$ cat config.mk
export PLATFORM = sky130hd
export DESIGN_NAME = uart_serial_core_flat
export DESIGN_NICKNAME = d
export VERILOG_FILES = /design/src/rtl/uart_serial_core_if.sv /design/src/rtl/uart_serial_core.sv /design/src/flat_wrapper.sv
export SDC_FILE = /design/constraint.sdc
export NUM_CORES = 1
export LEC_CHECK = 0
export CAP_MARGIN = 20
export CORE_MARGIN = 5
export CORE_UTILIZATION = 60
export DETAILED_ROUTE_END_ITERATION = 8
export HOLD_SLACK_MARGIN = 0.1
export PLACE_DENSITY = 0.84
export SLEW_MARGIN = 30
export SYNTH_ARGS = -nofsm -noshare
export SYNTH_HDL_FRONTEND = slang
export SYNTH_SLANG_ARGS = --single-unit
$ cat constraint.sdc
create_clock -name clk -period 4.7 [get_ports clk]
set_clock_uncertainty 0.05 [all_clocks]
set_input_delay 0.94 -clock clk [delete_from_list [all_inputs] [get_ports clk]]
set_output_delay 0.94 -clock clk [all_outputs]
set_load 0.1 [all_outputs]
$ cat src/rtl/uart_serial_core_if.sv
// rtl/uart_serial_core_if.sv - byte-parallel host side of the UART core
interface uart_serial_core_if;
    logic       start;
    logic [7:0] data_in;
    logic       tx_busy;
    logic       tx_done;
    logic [7:0] data_out;
    logic       data_ready;
    logic       rx_busy;
    logic       framing_err;

    modport master (
        output start,
        output data_in,
        input  tx_busy,
        input  tx_done,
        input  data_out,
        input  data_ready,
        input  rx_busy,
        input  framing_err
    );

    modport slave (
        input  start,
        input  data_in,
        output tx_busy,
        output tx_done,
        output data_out,
        output data_ready,
        output rx_busy,
        output framing_err
    );
endinterface

$ cat src/rtl/uart_serial_core.sv
// rtl/uart_serial_core.sv - 8N1 UART: shared baud tick, transmitter, oversampling receiver
module uart_serial_core #(
    parameter int BAUD_DIV   = 10,
    parameter int OVERSAMPLE = 16
) (
    input  logic                clk,
    input  logic                reset,
    output logic                tick,
    output logic                tx,
    input  logic                rx,
    uart_serial_core_if.slave   host
);

    localparam int BW = (BAUD_DIV > 2) ? $clog2(BAUD_DIV) : 1;
    localparam int TW = $clog2(OVERSAMPLE);
    localparam logic [BW-1:0] BAUD_LAST = BW'(BAUD_DIV - 1);
    localparam logic [BW-1:0] BAUD_ONE  = BW'(1);
    localparam logic [TW-1:0] OS_LAST   = TW'(OVERSAMPLE - 1);
    localparam logic [TW-1:0] OS_HALF   = TW'(OVERSAMPLE / 2 - 1);
    localparam logic [TW-1:0] T_ONE     = TW'(1);

    typedef enum logic [1:0] {
        ST_IDLE,
        ST_START,
        ST_DATA,
        ST_STOP
    } state_t;

    // free-running baud counter; ticks are never realigned to frames
    logic [BW-1:0] baud_cnt;

    always_ff @(posedge clk) begin
        if (!reset) begin
            baud_cnt <= '0;
        end else if (baud_cnt == BAUD_LAST) begin
            baud_cnt <= '0;
        end else begin
            baud_cnt <= baud_cnt + BAUD_ONE;
        end
    end

    assign tick = (baud_cnt == BAUD_LAST);

    // ---------------- transmitter ----------------
    state_t        tx_state, tx_state_next;
    logic [TW-1:0] tx_tcnt, tx_tcnt_next;
    logic [2:0]    tx_bit, tx_bit_next;
    logic [7:0]    tx_shift, tx_shift_next;
    logic          tx_next, tx_busy_next, tx_done_next;

    always_ff @(posedge clk) begin
        if (!reset) begin
            tx_state     <= ST_IDLE;
            tx_tcnt      <= '0;
            tx_bit       <= '0;
            tx_shift     <= '0;
            tx           <= 1'b1;
            host.tx_busy <= 1'b0;
            host.tx_done <= 1'b0;
        end else begin
            tx_state     <= tx_state_next;
            tx_tcnt      <= tx_tcnt_next;
            tx_bit       <= tx_bit_next;
            tx_shift     <= tx_shift_next;
            tx           <= tx_next;
            host.tx_busy <= tx_busy_next;
            host.tx_done <= tx_done_next;
        end
    end

    always_comb begin
        tx_state_next = tx_state;
        tx_tcnt_next  = tx_tcnt;
        tx_bit_next   = tx_bit;
        tx_shift_next = tx_shift;
        tx_next       = tx;
        tx_busy_next  = host.tx_busy;
        tx_done_next  = 1'b0;
        case (tx_state)
            ST_IDLE: begin
                tx_next      = 1'b1;
                tx_busy_next = 1'b0;
                if (host.start) begin
                    tx_state_next = ST_START;
                    tx_shift_next = host.data_in;
                    tx_tcnt_next  = '0;
                    tx_next       = 1'b0;
                    tx_busy_next  = 1'b1;
                end
            end
            ST_START: begin
                if (tick) begin
                    if (tx_tcnt == OS_LAST) begin
                        tx_state_next = ST_DATA;
                        tx_tcnt_next  = '0;
                        tx_bit_next   = '0;
                        tx_next       = tx_shift[0];
                    end else begin
                        tx_tcnt_next = tx_tcnt + T_ONE;
                    end
                end
            end
            ST_DATA: begin
                if (tick) begin
                    if (tx_tcnt == OS_LAST) begin
                        tx_tcnt_next = '0;
                        if (tx_bit == 3'd7) begin
                            tx_state_next = ST_STOP;
                            tx_next       = 1'b1;
                        end else begin
                            // shift register keeps the next bit at [1] while [0] is on the line
                            tx_bit_next   = tx_bit + 3'd1;
                            tx_shift_next = {1'b0, tx_shift[7:1]};
                            tx_next       = tx_shift[1];
                        end
                    end else begin
                        tx_tcnt_next = tx_tcnt + T_ONE;
                    end
                end
            end
            ST_STOP: begin
                if (tick) begin
                    if (tx_tcnt == OS_LAST) begin
                        tx_state_next = ST_IDLE;
                        tx_tcnt_next  = '0;
                        tx_next       = 1'b1;
                        tx_busy_next  = 1'b0;
                        tx_done_next  = 1'b1;
                    end else begin
                        tx_tcnt_next = tx_tcnt + T_ONE;
                    end
                end
            end
            default: begin
                tx_state_next = ST_IDLE;
                tx_next       = 1'b1;
                tx_busy_next  = 1'b0;
            end
        endcase
    end

    // ---------------- receiver ----------------
    logic rx_meta, rx_sync;

    always_ff @(posedge clk) begin
        if (!reset) begin
            rx_meta <= 1'b1;
            rx_sync <= 1'b1;
        end else begin
            rx_meta <= rx;
            rx_sync <= rx_meta;
        end
    end

    state_t        rx_state, rx_state_next;
    logic [TW-1:0] rx_tcnt, rx_tcnt_next;
    logic [2:0]    rx_bit, rx_bit_next;
    logic [7:0]    rx_shift, rx_shift_next;
    logic [7:0]    data_out_next;
    logic          data_ready_next, rx_busy_next, framing_err_next;

    always_ff @(posedge clk) begin
        if (!reset) begin
            rx_state         <= ST_IDLE;
            rx_tcnt          <= '0;
            rx_bit           <= '0;
            rx_shift         <= '0;
            host.data_out    <= '0;
            host.data_ready  <= 1'b0;
            host.rx_busy     <= 1'b0;
            host.framing_err <= 1'b0;
        end else begin
            rx_state         <= rx_state_next;
            rx_tcnt          <= rx_tcnt_next;
            rx_bit           <= rx_bit_next;
            rx_shift         <= rx_shift_next;
            host.data_out    <= data_out_next;
            host.data_ready  <= data_ready_next;
            host.rx_busy     <= rx_busy_next;
            host.framing_err <= framing_err_next;
        end
    end

    always_comb begin
        rx_state_next    = rx_state;
        rx_tcnt_next     = rx_tcnt;
        rx_bit_next      = rx_bit;
        rx_shift_next    = rx_shift;
        data_out_next    = host.data_out;
        data_ready_next  = host.data_ready;
        rx_busy_next     = host.rx_busy;
        framing_err_next = 1'b0;
        case (rx_state)
            ST_IDLE: begin
                if (tick && !rx_sync) begin
                    rx_state_next   = ST_START;
                    rx_tcnt_next    = '0;
                    rx_busy_next    = 1'b1;
                    data_ready_next = 1'b0;
                end
            end
            ST_START: begin
                if (tick) begin
                    if (rx_tcnt == OS_HALF) begin
                        rx_tcnt_next = '0;
                        rx_bit_next  = '0;
                        if (!rx_sync) begin
                            rx_state_next = ST_DATA;
                        end else begin
                            // glitch: data_ready is deliberately left cleared
                            rx_state_next = ST_IDLE;
                            rx_busy_next  = 1'b0;
                        end
                    end else begin
                        rx_tcnt_next = rx_tcnt + T_ONE;
                    end
                end
            end
            ST_DATA: begin
                if (tick) begin
                    if (rx_tcnt == OS_LAST) begin
                        rx_tcnt_next  = '0;
                        rx_shift_next = {rx_sync, rx_shift[7:1]};
                        if (rx_bit == 3'd7) begin
                            rx_state_next = ST_STOP;
                        end else begin
                            rx_bit_next = rx_bit + 3'd1;
                        end
                    end else begin
                        rx_tcnt_next = rx_tcnt + T_ONE;
                    end
                end
            end
            ST_STOP: begin
                if (tick) begin
                    if (rx_tcnt == OS_LAST) begin
                        rx_state_next = ST_IDLE;
                        rx_tcnt_next  = '0;
                        rx_busy_next  = 1'b0;
                        if (rx_sync) begin
                            data_out_next   = rx_shift;
                            data_ready_next = 1'b1;
                        end else begin
                            framing_err_next = 1'b1;
                        end
                    end else begin
                        rx_tcnt_next = rx_tcnt + T_ONE;
                    end
                end
            end
            default: begin
                rx_state_next = ST_IDLE;
                rx_busy_next  = 1'b0;
            end
        endcase
    end

endmodule

$ cat src/flat_wrapper.sv
// flat-port wrapper written by rule: the top's interface ports become plain ports
module uart_serial_core_flat 
#(
    parameter int BAUD_DIV   = 10,
    parameter int OVERSAMPLE = 16
)
  (clk, reset, tick, tx, rx, host_start, host_data_in, host_tx_busy, host_tx_done, host_data_out, host_data_ready, host_rx_busy, host_framing_err);
  uart_serial_core_if host_i ();
  input  logic clk;
  input  logic reset;
  output logic tick;
  output logic tx;
  input  logic rx;
  input wire logic [$bits(host_i.start)-1:0] host_start;
  input wire logic [$bits(host_i.data_in)-1:0] host_data_in;
  output wire logic [$bits(host_i.tx_busy)-1:0] host_tx_busy;
  output wire logic [$bits(host_i.tx_done)-1:0] host_tx_done;
  output wire logic [$bits(host_i.data_out)-1:0] host_data_out;
  output wire logic [$bits(host_i.data_ready)-1:0] host_data_ready;
  output wire logic [$bits(host_i.rx_busy)-1:0] host_rx_busy;
  output wire logic [$bits(host_i.framing_err)-1:0] host_framing_err;
  assign host_i.start = host_start;
  assign host_i.data_in = host_data_in;
  assign host_tx_busy = host_i.tx_busy;
  assign host_tx_done = host_i.tx_done;
  assign host_data_out = host_i.data_out;
  assign host_data_ready = host_i.data_ready;
  assign host_rx_busy = host_i.rx_busy;
  assign host_framing_err = host_i.framing_err;
  uart_serial_core #(.BAUD_DIV(BAUD_DIV), .OVERSAMPLE(OVERSAMPLE)) u_core (.clk(clk), .reset(reset), .tick(tick), .tx(tx), .rx(rx), .host(host_i));
endmodule
==> metrics.yaml <==
run_status:
  status: "finished clean"
cells_and_area:
  final_common_cell: "dfxtp_1"
  fillers: 316
  area.growth.synth_to_final_pct: 14.4
  design_area_um2: 2900
  multi_input_area_um2: 1350
  drive_above_1_share_pct: 8.01
  ff_latch_area_um2: 1080
  utilization_pct: 71.4
  diodes: 0
  nets: 311
  final_cell_mix: "54 x dfxtp_1, 41 x nor2_1, 26 x clkdlybuf4s50_1"
logic_synthesis:
  synthArstFlopShare_pct: 0
  ys_warn_count: 0
  avgSynthCellArea_um2: 9.59
  ys.flop_type: "dfxtp_1"
  syn_nets: 289
  netlist_area_um2: 2530
  seq_area_frac_synth_pct: 42.7
  ys_seq_elements: 54
  synth.distinct_cells: 53
  synth_edf_count: 0
  syn_inst: 264
floorplan:
  ios: 27
  die_y_um: 75.0
  die_w_um: 75.0
  dieArea_um2: 5620
  core-area_um2: 4060
  start_util_pct: 62.4
  rows: 23
detailed_routing:
  vias_per_cell: 5.85
  vias: 1971
  drc: 0
  dr.pass1.iters: 4
  wl_per_cell_um: 14.3
  ant_nets: 0
  routed_wl_mm: 4.82
  initialDrtViolationCount: 124
job:
  maxCapViolCount: 0
pwr:
  p_per_area_nw_per_um2: 369
  ir_worst_vdd_mv: 0.281
  finalPower_uw: 1070
  p_leak_uw: 0.00114
hold_path:
  hold_path.startpoint: "u_core.rx_meta"
  hold_path_depth: 1
  min_to: "u_core.rx_sync"
  hp-class: "flop to flop"
cts:
  holdBufCountCts: 0
  tritoncts: "done"
  cts_buffer_depth: 2
  htreeDepth: 2
  postCtsSetupBuffers: 0
  clkLatencyLatePin_ns: 0.31
  cts_resized: 0
  cts.clk_slew.worst_paths_ns: 0.09
  cts_buffers: 5
  cts.sinks: 54
  clockRootBuffer: "clkbuf_8"
setup_path:
  rrSetupSlack_ns: 2.66
  worstPathMaxFanout: 13
  cp-end-kind: "primary output"
  reg2regPathDepth: 6
  worst_r2r_endpoint: "u_core.tx_shift[1]"
  start_kind: "flop"
  timing.rr.start: "u_core.tx_state[0]"
  path_class: "flop to primary output"
  arrival_ns: 2.53
  required_ns: 3.71
placed_design:
  globalplace.congestion: 0.808
  placed_cell_area_um2: 2810
  dp_hpwl_mm: 3.41
  port_buffers: 26
grt:
  overflow: 0
  antenna_found_initial: 0
  grt_usage_pct: 19.3
  grt_pass1_wl_mm: 8.26
  grt_max_degree: 25
  grt_pass1_vias: 1844
timing:
  holdWs_ns: 0.384
  min_period_over_period_pct: 74.9
  tns_ns: 0
  min_period_ns: 3.52
  slew_headroom_pct: 34.6
  rsz0062_at_grt: "no"
  tightest_slew_ns: 0.978
  finalHoldViolCount: 0
  max_freq_mhz: 284
  maxSlewViolCount: 0
  setup_viol: 0
==> layout make-up <==
| type | instances | area share (%) |
|---|---|---|
| timing repair buffer | 28 | 9.50 |
| sequential | 54 | 37.3 |
| inverter | 9 | 1.17 |
| clock inverter | 1 | 0.173 |
| clock buffer | 7 | 2.98 |
| tap | 50 | 2.16 |
| multi-input combinational | 188 | 46.7 |
==> how the worst max path moves through the flow <==
stage	startpoint	end	slack, ns	cells after the start
after global routing	u_core.baud_cnt[0]	tick	1.10	4
final	u_core.baud_cnt[0]	tick	1.18	4
after detailed placement	reset	u_core.rx_tcnt[3]	1.42	6
after CTS	u_core.baud_cnt[0]	tick	1.18	4
after global placement	reset	u_core.rx_tcnt[3]	1.50	6
after floorplan	u_core.baud_cnt[0]	u_core.rx_bit[0]	2.57	6
==> critical path, stage by stage, from the launching register on <==
cell	delay, ns
dfxtp_1	0.38
ha_1	0.24
nand3b_4	0.19
inv_2	0.23
clkdlybuf4s50_1	1.17
==> sequential cells by signal (all words and copies together) (netlist names), named ones only <==
name                     count
u_core.baud_cnt              4
u_core.host.data_out         8
u_core.host.data_ready       1
u_core.host.framing_err      1
u_core.host.rx_busy          1
u_core.host.tx_busy          1
u_core.host.tx_done          1
u_core.rx_bit                3
u_core.rx_meta               1
u_core.rx_shift              8
u_core.rx_state              1
u_core.rx_sync               1
u_core.rx_tcnt               4
u_core.tx                    1
u_core.tx_bit                3
u_core.tx_shift              8
u_core.tx_state              2
u_core.tx_tcnt               4
==> synthesized netlist by cell type (3+ instances only) <==
| master | count | area share, % |
|---|---|---|
| inv_1 | 7 | 1.0 |
| a21oi_1 | 10 | 2.0 |
| clkbuf_1 | 6 | 0.89 |
| nand3_1 | 4 | 0.79 |
| nor2_1 | 41 | 6.1 |
| nand3b_1 | 3 | 0.89 |
| and3_1 | 5 | 1.2 |
| nor3_1 | 11 | 2.2 |
| nand2b_1 | 4 | 0.99 |
| nand2_1 | 10 | 1.5 |
| mux2i_1 | 24 | 9.5 |
| o21ai_0 | 9 | 1.8 |
| xnor2_1 | 3 | 1.0 |
| ha_1 | 13 | 6.4 |
| nor2b_1 | 5 | 1.2 |
| and2_1 | 3 | 0.74 |
| o221ai_1 | 8 | 2.8 |
| dfxtp_1 | 54 | 43 |
| buf_2 | 3 | 0.59 |
==> power by group <==
group          switching, uW  internal, uW
logic                    175           111
registers               24.2           496
clock network            143           119
==> per-layer routing <==
layer | vias up | global-route usage (%) | routed length (um)
met4 | 0 | 8.70 | 82
met3 | 8 | 4.54 | 232
li1 | 985 | - | -
met5 | - | 0 | 0
met2 | 41 | 30.9 | 2300
met1 | 937 | 24.8 | 2210
==> per-stage QoR <==
| stage | std cells | setup WS [ns] |
|---|---|---|
| floorplan | 264 | 2.57 |
| global placement | 329 | 1.50 |
| detailed placement | 329 | 1.42 |
| CTS | 337 | 1.18 |
| global route | 337 | 1.10 |
| finish | 337 | 1.18 |
==> logic make-up after synthesis <==
family                   count (synthesis)  share of synthesized area, %
AO/OA/AOI/OAI                           44                          13.3
XOR/XNOR                                 5                          1.73
adder cells (fa/ha/maj)                 13                          6.43
buffers and inverters                   22                          3.86
flip-flops                              54                          42.7
multiplexers                            25                          9.94
AND/OR/NAND/NOR                        101                          22.0
Power figures use the tool's default switching activity.
